`src/rtl/vscale_ext_irq_ctrl_pkg.sv`:
```
// Shared constants for the external interrupt controller: platform source
// count, register word offsets and trigger-mode encodings.
package vscale_ext_irq_ctrl_pkg;

    localparam int N_EXT_INTS = 24;

    localparam logic [1:0] EXT_IRQ_ADDR_PENDING = 2'd0;
    localparam logic [1:0] EXT_IRQ_ADDR_ENABLE  = 2'd1;
    localparam logic [1:0] EXT_IRQ_ADDR_MODE    = 2'd2;
    localparam logic [1:0] EXT_IRQ_ADDR_CLAIM   = 2'd3;

    localparam logic EXT_IRQ_MODE_EDGE  = 1'b1;
    localparam logic EXT_IRQ_MODE_LEVEL = 1'b0;

    localparam int EXT_IRQ_ID_W = 6;

endpackage

```
`src/rtl/vscale_ext_irq_ctrl_if.sv`:
```
// Word-addressed register port of the external interrupt controller.
// One access per cycle, registered read data, no backpressure.
interface vscale_ext_irq_ctrl_if;

    logic        req;
    logic        we;
    logic [1:0]  addr;
    logic [31:0] wdata;
    logic [31:0] rdata;

    modport master (output req, output we, output addr, output wdata, input rdata);
    modport slave  (input req, input we, input addr, input wdata, output rdata);

endinterface

```
`src/rtl/vscale_irq_prio_enc.sv`:
```
// Lowest-index encoder over the enabled pending sources: returns 1-based id
// (0 when nothing is requesting) and a one-hot mask of the chosen source.
module vscale_irq_prio_enc
    import vscale_ext_irq_ctrl_pkg::*;
#(
    parameter int N_SRC = N_EXT_INTS
) (
    input  logic [N_SRC-1:0]        req_vec,
    output logic [EXT_IRQ_ID_W-1:0] id,
    output logic [N_SRC-1:0]        clr_mask
);

    // Scanning downward lets the lowest set index overwrite the result last.
    always_comb begin
        id       = '0;
        clr_mask = '0;
        for (int i = N_SRC - 1; i >= 0; i--) begin
            if (req_vec[i]) begin
                id          = EXT_IRQ_ID_W'(i + 1);
                clr_mask    = '0;
                clr_mask[i] = 1'b1;
            end
        end
    end

endmodule

```
`src/rtl/vscale_ext_irq_ctrl.sv`:
```
// External interrupt controller feeding the CSR file's mip. Define
// VSCALE_EXT_IRQ_SYNC_EN to add a two-flop synchronizer on every source line.
module vscale_ext_irq_ctrl
    import vscale_ext_irq_ctrl_pkg::*;
#(
    parameter int N_SRC = N_EXT_INTS
) (
    input  logic                      clk,
    input  logic                      reset,
    input  logic [N_SRC-1:0]          irq_in,
    vscale_ext_irq_ctrl_if.slave      bus,
    output logic [N_SRC-1:0]          ext_interrupts
);

    logic [N_SRC-1:0] s;
    logic [N_SRC-1:0] prev;
    logic [N_SRC-1:0] pending;
    logic [N_SRC-1:0] enable;
    logic [N_SRC-1:0] mode;
    logic [N_SRC-1:0] pending_nxt;
    logic [N_SRC-1:0] clr;
    logic [N_SRC-1:0] claim_mask;
    logic [EXT_IRQ_ID_W-1:0] claim_id;
    logic [31:0] rd_word;
    logic [31:0] wdata_unused;
    logic wr, rd, claim_rd;

`ifdef VSCALE_EXT_IRQ_SYNC_EN
    logic [N_SRC-1:0] sync1;
    logic [N_SRC-1:0] sync2;

    always_ff @(posedge clk) begin
        if (reset) begin
            sync1 <= '0;
            sync2 <= '0;
        end else begin
            sync1 <= irq_in;
            sync2 <= sync1;
        end
    end

    assign s = sync2;
`else
    assign s = irq_in;
`endif

    assign wdata_unused = bus.wdata;
    assign wr       = bus.req & bus.we;
    assign rd       = bus.req & ~bus.we;
    assign claim_rd = rd && (bus.addr == EXT_IRQ_ADDR_CLAIM);

    vscale_irq_prio_enc #(.N_SRC(N_SRC)) u_prio_enc (
        .req_vec  (pending & enable),
        .id       (claim_id),
        .clr_mask (claim_mask)
    );

    // A fresh edge is ORed in after the clear so it beats a same-cycle W1C/claim.
    always_comb begin
        clr = '0;
        if (wr && (bus.addr == EXT_IRQ_ADDR_PENDING))
            clr = clr | bus.wdata[N_SRC-1:0];
        if (claim_rd)
            clr = clr | claim_mask;
        pending_nxt = (mode & ((pending & ~clr) | (s & ~prev))) | (~mode & s);
    end

    always_comb begin
        rd_word = '0;
        case (bus.addr)
            EXT_IRQ_ADDR_PENDING: rd_word[N_SRC-1:0]        = pending;
            EXT_IRQ_ADDR_ENABLE:  rd_word[N_SRC-1:0]        = enable;
            EXT_IRQ_ADDR_MODE:    rd_word[N_SRC-1:0]        = mode;
            EXT_IRQ_ADDR_CLAIM:   rd_word[EXT_IRQ_ID_W-1:0] = claim_id;
            default:              rd_word                   = '0;
        endcase
    end

    always_ff @(posedge clk) begin
        if (reset) begin
            prev           <= '0;
            pending        <= '0;
            enable         <= '0;
            mode           <= '0;
            bus.rdata      <= '0;
            ext_interrupts <= '0;
        end else begin
            prev           <= s;
            pending        <= pending_nxt;
            ext_interrupts <= pending & enable;
            if (wr && (bus.addr == EXT_IRQ_ADDR_ENABLE))
                enable <= bus.wdata[N_SRC-1:0];
            if (wr && (bus.addr == EXT_IRQ_ADDR_MODE))
                mode <= bus.wdata[N_SRC-1:0];
            if (rd)
                bus.rdata <= rd_word;
        end
    end

endmodule

```
`src/flat_wrapper.sv`:
```
// flat-port wrapper written by rule: the top's interface ports become plain ports
module vscale_ext_irq_ctrl_flat import vscale_ext_irq_ctrl_pkg::*;
#(
    parameter int N_SRC = N_EXT_INTS
)
  (clk, reset, irq_in, ext_interrupts, bus_req, bus_we, bus_addr, bus_wdata, bus_rdata);
  vscale_ext_irq_ctrl_if bus_i ();
  input  logic clk;
  input  logic reset;
  input  logic [N_SRC-1:0] irq_in;
  output logic [N_SRC-1:0] ext_interrupts;
  input wire logic [$bits(bus_i.req)-1:0] bus_req;
  input wire logic [$bits(bus_i.we)-1:0] bus_we;
  input wire logic [$bits(bus_i.addr)-1:0] bus_addr;
  input wire logic [$bits(bus_i.wdata)-1:0] bus_wdata;
  output wire logic [$bits(bus_i.rdata)-1:0] bus_rdata;
  assign bus_i.req = bus_req;
  assign bus_i.we = bus_we;
  assign bus_i.addr = bus_addr;
  assign bus_i.wdata = bus_wdata;
  assign bus_rdata = bus_i.rdata;
  vscale_ext_irq_ctrl #(.N_SRC(N_SRC)) u_core (.clk(clk), .reset(reset), .irq_in(irq_in), .bus(bus_i), .ext_interrupts(ext_interrupts));
endmodule
```
`config.mk`:
```
export PLATFORM = sky130hd
export DESIGN_NAME = vscale_ext_irq_ctrl_flat
export DESIGN_NICKNAME = d
export VERILOG_FILES = /design/src/rtl/vscale_ext_irq_ctrl_pkg.sv /design/src/rtl/vscale_ext_irq_ctrl_if.sv /design/src/rtl/vscale_irq_prio_enc.sv /design/src/rtl/vscale_ext_irq_ctrl.sv /design/src/flat_wrapper.sv
export SDC_FILE = /design/constraint.sdc
export NUM_CORES = 1
export LEC_CHECK = 0
export BUFFER_PORTS_ARGS = -buffer_cell sky130_fd_sc_hd__buf_2
export CAP_MARGIN = 20
export CORE_MARGIN = 2
export CORE_UTILIZATION = 40
export CTS_BUF_LIST = sky130_fd_sc_hd__clkbuf_8
export DETAILED_ROUTE_END_ITERATION = 7
export PLACE_DENSITY = 0.61
export SKIP_LAST_GASP = 1
export SLEW_MARGIN = 10
export SYNTH_ARGS = -nofsm -noshare
export SYNTH_HDL_FRONTEND = slang
export SYNTH_SLANG_ARGS = --single-unit
export TNS_END_PERCENT = 30
```
`constraint.sdc`:
```
create_clock -name clk -period 2.4 [get_ports clk]
set_input_delay 0.12 -clock clk [delete_from_list [all_inputs] [get_ports clk]]
set_output_delay 0.12 -clock clk [all_outputs]
set_load 0.1 [all_outputs]
```
Word level (Yosys, flattened, before mapping). Cells that the tools add are included.

Equal/unequal tests: 3. Mux-type cells: 52. Bitwise logic cells: 14. Reductions and logical operators: 5.

Operators with widths (count): $mux 24 (26); $mux 6 (23); $and 24x24->24 (5); $not 24->24 (3); $or 24x24->24 (3); $pmux 18 s3 (1); $pmux 6 s4 (1); $mux 5 (1); $eq 2x2->1 const B (2); $logic_and 1x1->1 (4); $and 1x1->1 (2); $eq 2x1->1 const B (1); $logic_not 2->1 (1); $not 1->1 (1).

Flip-flop bits (word level): 144. Input bits: 62. Output and inout port bits: 56. Logic and storage cells: 80.

Logic depth before layout (Yosys ltp).
Depth in word-level cells: 32. Gate-level depth with buffers: 7. Depth with buffers taken out: 5.

Hierarchy. A second synthesis with hierarchy kept.

Cells, all modules: 689. Area, all modules: 6244.7 um2.

Modules (own cells, without submodules): vscale_ext_irq_ctrl (times used 1, cells an instance 605, area each 5724.2 um2, sequential area each 2882.8 um2); vscale_irq_prio_enc (times used 1, cells an instance 84, area each 520.5 um2, sequential area each 0.0 um2).

Worst setup path after synthesis. OpenSTA, ideal clock, no wires.

Path kind: reg2reg. Start: register u_core.pending[6]. End: register u_core.pending[22]. Library setup time: 0.116 ns. Arrival time: 1.567 ns. Required time: 2.284 ns. Path slack: 0.716 ns. Cell stages (with the launch flop): 6. Buffers on the path: 0. Clock period less this slack: 1.684 ns. Cell sequence: dfxtp_1 -> a22oi_2 -> nand3_4 -> or4_4 -> and4bb_1 -> o21ai_1.

Cells in the longest elaborated chain, start to end: 15.

Ends and longest elaborated chain: from (decl) (line vscale_ext_irq_ctrl.sv:17) `logic [N_SRC-1:0] pending;`; from (signal assigned) (line vscale_ext_irq_ctrl.sv:89) `pending <= pending_nxt;`; $and 24x24->24 (line vscale_ext_irq_ctrl.sv:53) `.req_vec (pending & enable),`; $mux 24 (7 in a row) (line vscale_irq_prio_enc.sv:18) `if (req_vec[i]) begin`; $or 24x24->24 (line vscale_ext_irq_ctrl.sv:64) `clr = clr | claim_mask;`; $mux 24 (line vscale_ext_irq_ctrl.sv:63) `if (claim_rd)`; $not 24->24 (line vscale_ext_irq_ctrl.sv:65) `pending_nxt = (mode & ((pending & ~clr) | (s & ~prev))) | (~mode & s);`; $and 24x24->24 (line vscale_ext_irq_ctrl.sv:65); $or 24x24->24 (line vscale_ext_irq_ctrl.sv:65); $and 24x24->24 (line vscale_ext_irq_ctrl.sv:65); $or 24x24->24 (line vscale_ext_irq_ctrl.sv:65).

No other way between the ends. A chain may end at the register's enable or synchronous reset.

Worst setup path after layout.
Start: register u_core.pending[10]. End: register u_core.pending[16].

Cells in the longest elaborated chain, start to end: 19.

Ends and longest elaborated chain (line): $and 24x24->24 (vscale_ext_irq_ctrl.sv:53); $mux 24 (11 in a row) (vscale_irq_prio_enc.sv:18); $or 24x24->24 (vscale_ext_irq_ctrl.sv:64); $mux 24 (vscale_ext_irq_ctrl.sv:63); $not 24->24 (vscale_ext_irq_ctrl.sv:65); $and 24x24->24 (vscale_ext_irq_ctrl.sv:65); $or 24x24->24 (vscale_ext_irq_ctrl.sv:65); $and 24x24->24 (vscale_ext_irq_ctrl.sv:65); $or 24x24->24 (vscale_ext_irq_ctrl.sv:65).

No other way between the ends.

==> flow_summary.yaml <==
outcome:
  status: "finished clean"
synth:
  avgSynthCellArea_sq_um: 8.40
  syn-instance-count: 714
  netlist_area_sq_um: 6000
  yosysWarnings: 0
  synth-edff-count: 0
  ys_types: 52
  synth-main-ff-cell: "dfxtp_1"
  ys_seq_area_share_pct: 48.1
  synth_seq_cells: 144
  synth-async-reset-ratio_pct: 0
clock_tree:
  clkTransAtPathRegs_ps: 80
  cts_max_level: 4
  cts_root_buf: "clkbuf_8"
  cts_buffers: 17
  post-cts-setup-buffers: 0
  ctsResizeCount: 0
  clk_latency_ps: 470
  cts_sinks: 144
  clockBufferDepth: 2
  cts_tree: "yes"
run:
  max_cap_viol_count: 0
sta:
  final-setup-viol-count: 0
  fin_crit_sh_pct: 84.1
  min_period_ps: 2020
  final_hold_viol_count: 0
  drv_slew: 0
  relSlewSlack_pct: 59.1
  final.setup_skew_ps: 16.4
  rsz0062_at_grt: "no"
  tightest_slew_ps: 614
  fin_setup_tns_ps: 0
  fmax_mhz: 495
finish:
  diodes: 0
  fin_nets: 924
  syn_to_final_growth_pct: 26.3
  most-common-layout-cells: "nand2_1 (187), dfxtp_1 (144), buf_2 (100), a21oi_1 (52), nor2_1 (51)"
  drive_gt1_share_pct: 21.8
  n_fill_cell: 1360
  final_common_cell: "nand2_1"
  stdcell_count: 1059
die:
  ios: 118
  rows: 44
  initial_core_util_pct: 41.1
  dieArea_sq_um: 16000
  die_h_um: 126
  die_w_um: 126
  core_sq_um: 14600
drt:
  drtIter0Drc: 520
  vias_per_cell: 5.47
  drt-pass1-iter-count: 5
  drc: 0
  ant_nets: 0
  via_count: 5788
  drt-total-wl_um: 18000
  detail_route.wl_per_cell_um: 17.0
global_route:
  grt_overflow_total: 0
  antenna_found_initial: 0
  grt_pass1_vias: 5617
  grt_usage_pct: 22.3
  grt_pass1_wl_um: 28500
  grt_max_degree: 52
setup_path:
  path_max_fanout: 5
  rr_endpoint: "u_core.pending[16]$_SDFF_PP0_"
  crit_path_end: "u_core.pending[16]$_SDFF_PP0_"
  end_kind: "register"
  cp.required_ps: 2750
  startpoint: "u_core.pending[10]$_SDFF_PP0_"
  arrival_ps: 2370
  rrSetupSlack_ps: 380
  path_class: "register to register"
  r2r_start: "u_core.pending[10]$_SDFF_PP0_"
  crit_path_start_kind: "register"
  reg2reg_depth: 5
power_and_ir_drop:
  cellLeakagePower_nw: 3.01
  ir_worst_vdd_uv: 332
  power_density_nw_per_um2: 660
placed_design:
  gp_congestion: 0.846
  dp.cells: 979
  dp_hpwl_um: 12100
  io_buffers: 101
hold_path:
  hold_path.class: "primary input to register"
[critical path, stage by stage, from the launching register on]
cell     delay, ps
dfxtp_1        350
a22oi_1        370
nand3_1        260
nor4_4         530
nand3_1        150
a22o_1         240
[routing by layer]
metal  global-route usage (%)  share of wire (%)
met5                        0                  0
met4                     10.5                2.4
met3                     4.26                6.5
met2                     35.5                 47
met1                     29.2                 44
[power breakdown]
group / internal (mW) / switching (mW)
clock network: 0.797 / 0.961
registers: 2.47 / 0.0653
logic: 0.220 / 0.486
total: 3.49 / 1.51
[synthesized netlist by cell type (2+ instances only)]
cell         n  area, sq um
clkbuf_1    29          109
a2111oi_0    2         17.5
inv_1        2         7.51
and2_1       3         18.8
buf_1        5         18.8
o211ai_1     4         30.0
buf_4       10         75.1
a22o_1      19          166
buf_2        6         30.0
a22oi_1      3         22.5
a21o_1       3         22.5
a211oi_1    23          173
o21ai_0     11         55.1
a221oi_1    21          184
nand4_1     10         62.6
a211o_1      4         35.0
nor3_1      27          135
nor2b_1     24          150
a31oi_1      4         25.0
a22oi_2      4         50.1
nor2_1      51          191
dfxtp_1    144         2880
or4_1        2         15.0
nand2b_1     2         12.5
mux2_2      21          236
nand2_1    187          702
a21oi_1     52          260
nand3_1     17         85.1
[final cells by class]
| class | count | area [sq um] | share of cell area (%) |
|---|---|---|---|
| tap | 184 | 230 | 3.04 |
| sequential | 144 | 2880 | 38.0 |
| inverter | 3 | 11.3 | 0.149 |
| timing repair buffer | 172 | 1190 | 15.7 |
| clock buffer | 20 | 275 | 3.63 |
| multi-input combinational | 524 | 2910 | 38.4 |
| clock inverter | 12 | 85.1 | 1.12 |
[flip-flops by register name (all words and copies together), names as in the netlist]
name and cells:
u_core.enable 24, u_core.ext_interrupts 24, u_core.prev 24, u_core.pending 24, u_core.mode 24, u_core.bus.rdata 24
[worst min path at each step]
stage | endpoint | start | cells after the start
after detailed placement | u_core.prev[22]$_SDFF_PP0_ | irq_in[22] | 2
after floorplan | u_core.enable[23]$_SDFFE_PP0P_ | bus_wdata[23] | 2
after global placement | u_core.prev[2]$_SDFF_PP0_ | irq_in[2] | 2
after global routing | u_core.ext_interrupts[12]$_SDFF_PP0_ | reset | 2
final | u_core.ext_interrupts[12]$_SDFF_PP0_ | reset | 2
after CTS | u_core.ext_interrupts[12]$_SDFF_PP0_ | reset | 2
[metrics by stage]
step                utilization (%)  cell area [sq um]  power, mW  setup slack [ps]  hold WS (ps)
floorplan                         -               6020       3.06               716           256
global placement               46.2               6740       3.22               432           382
detailed placement             46.2               6740       3.23               400           390
CTS                            51.9               7580       5.02               392           122
global route                   51.9               7580       5.17               235           141
finish                         51.9               7580       5.00               381           124
[kinds of logic after synthesis]
kind of cell / count (synthesis) / synth area share [%]
simple gates: 337 / 25.3
flops: 144 / 48.1
buf+inv: 53 / 4.07
other cells: 1 / 0.0625
mux: 22 / 4.11
compound gates: 157 / 18.4
[timing repair]
action	CTS	global route
hold buffers	48	0
endpoints found under the hold margin	77	0
setup endpoints to repair	0	0
(Power assumes the default switching activity.)
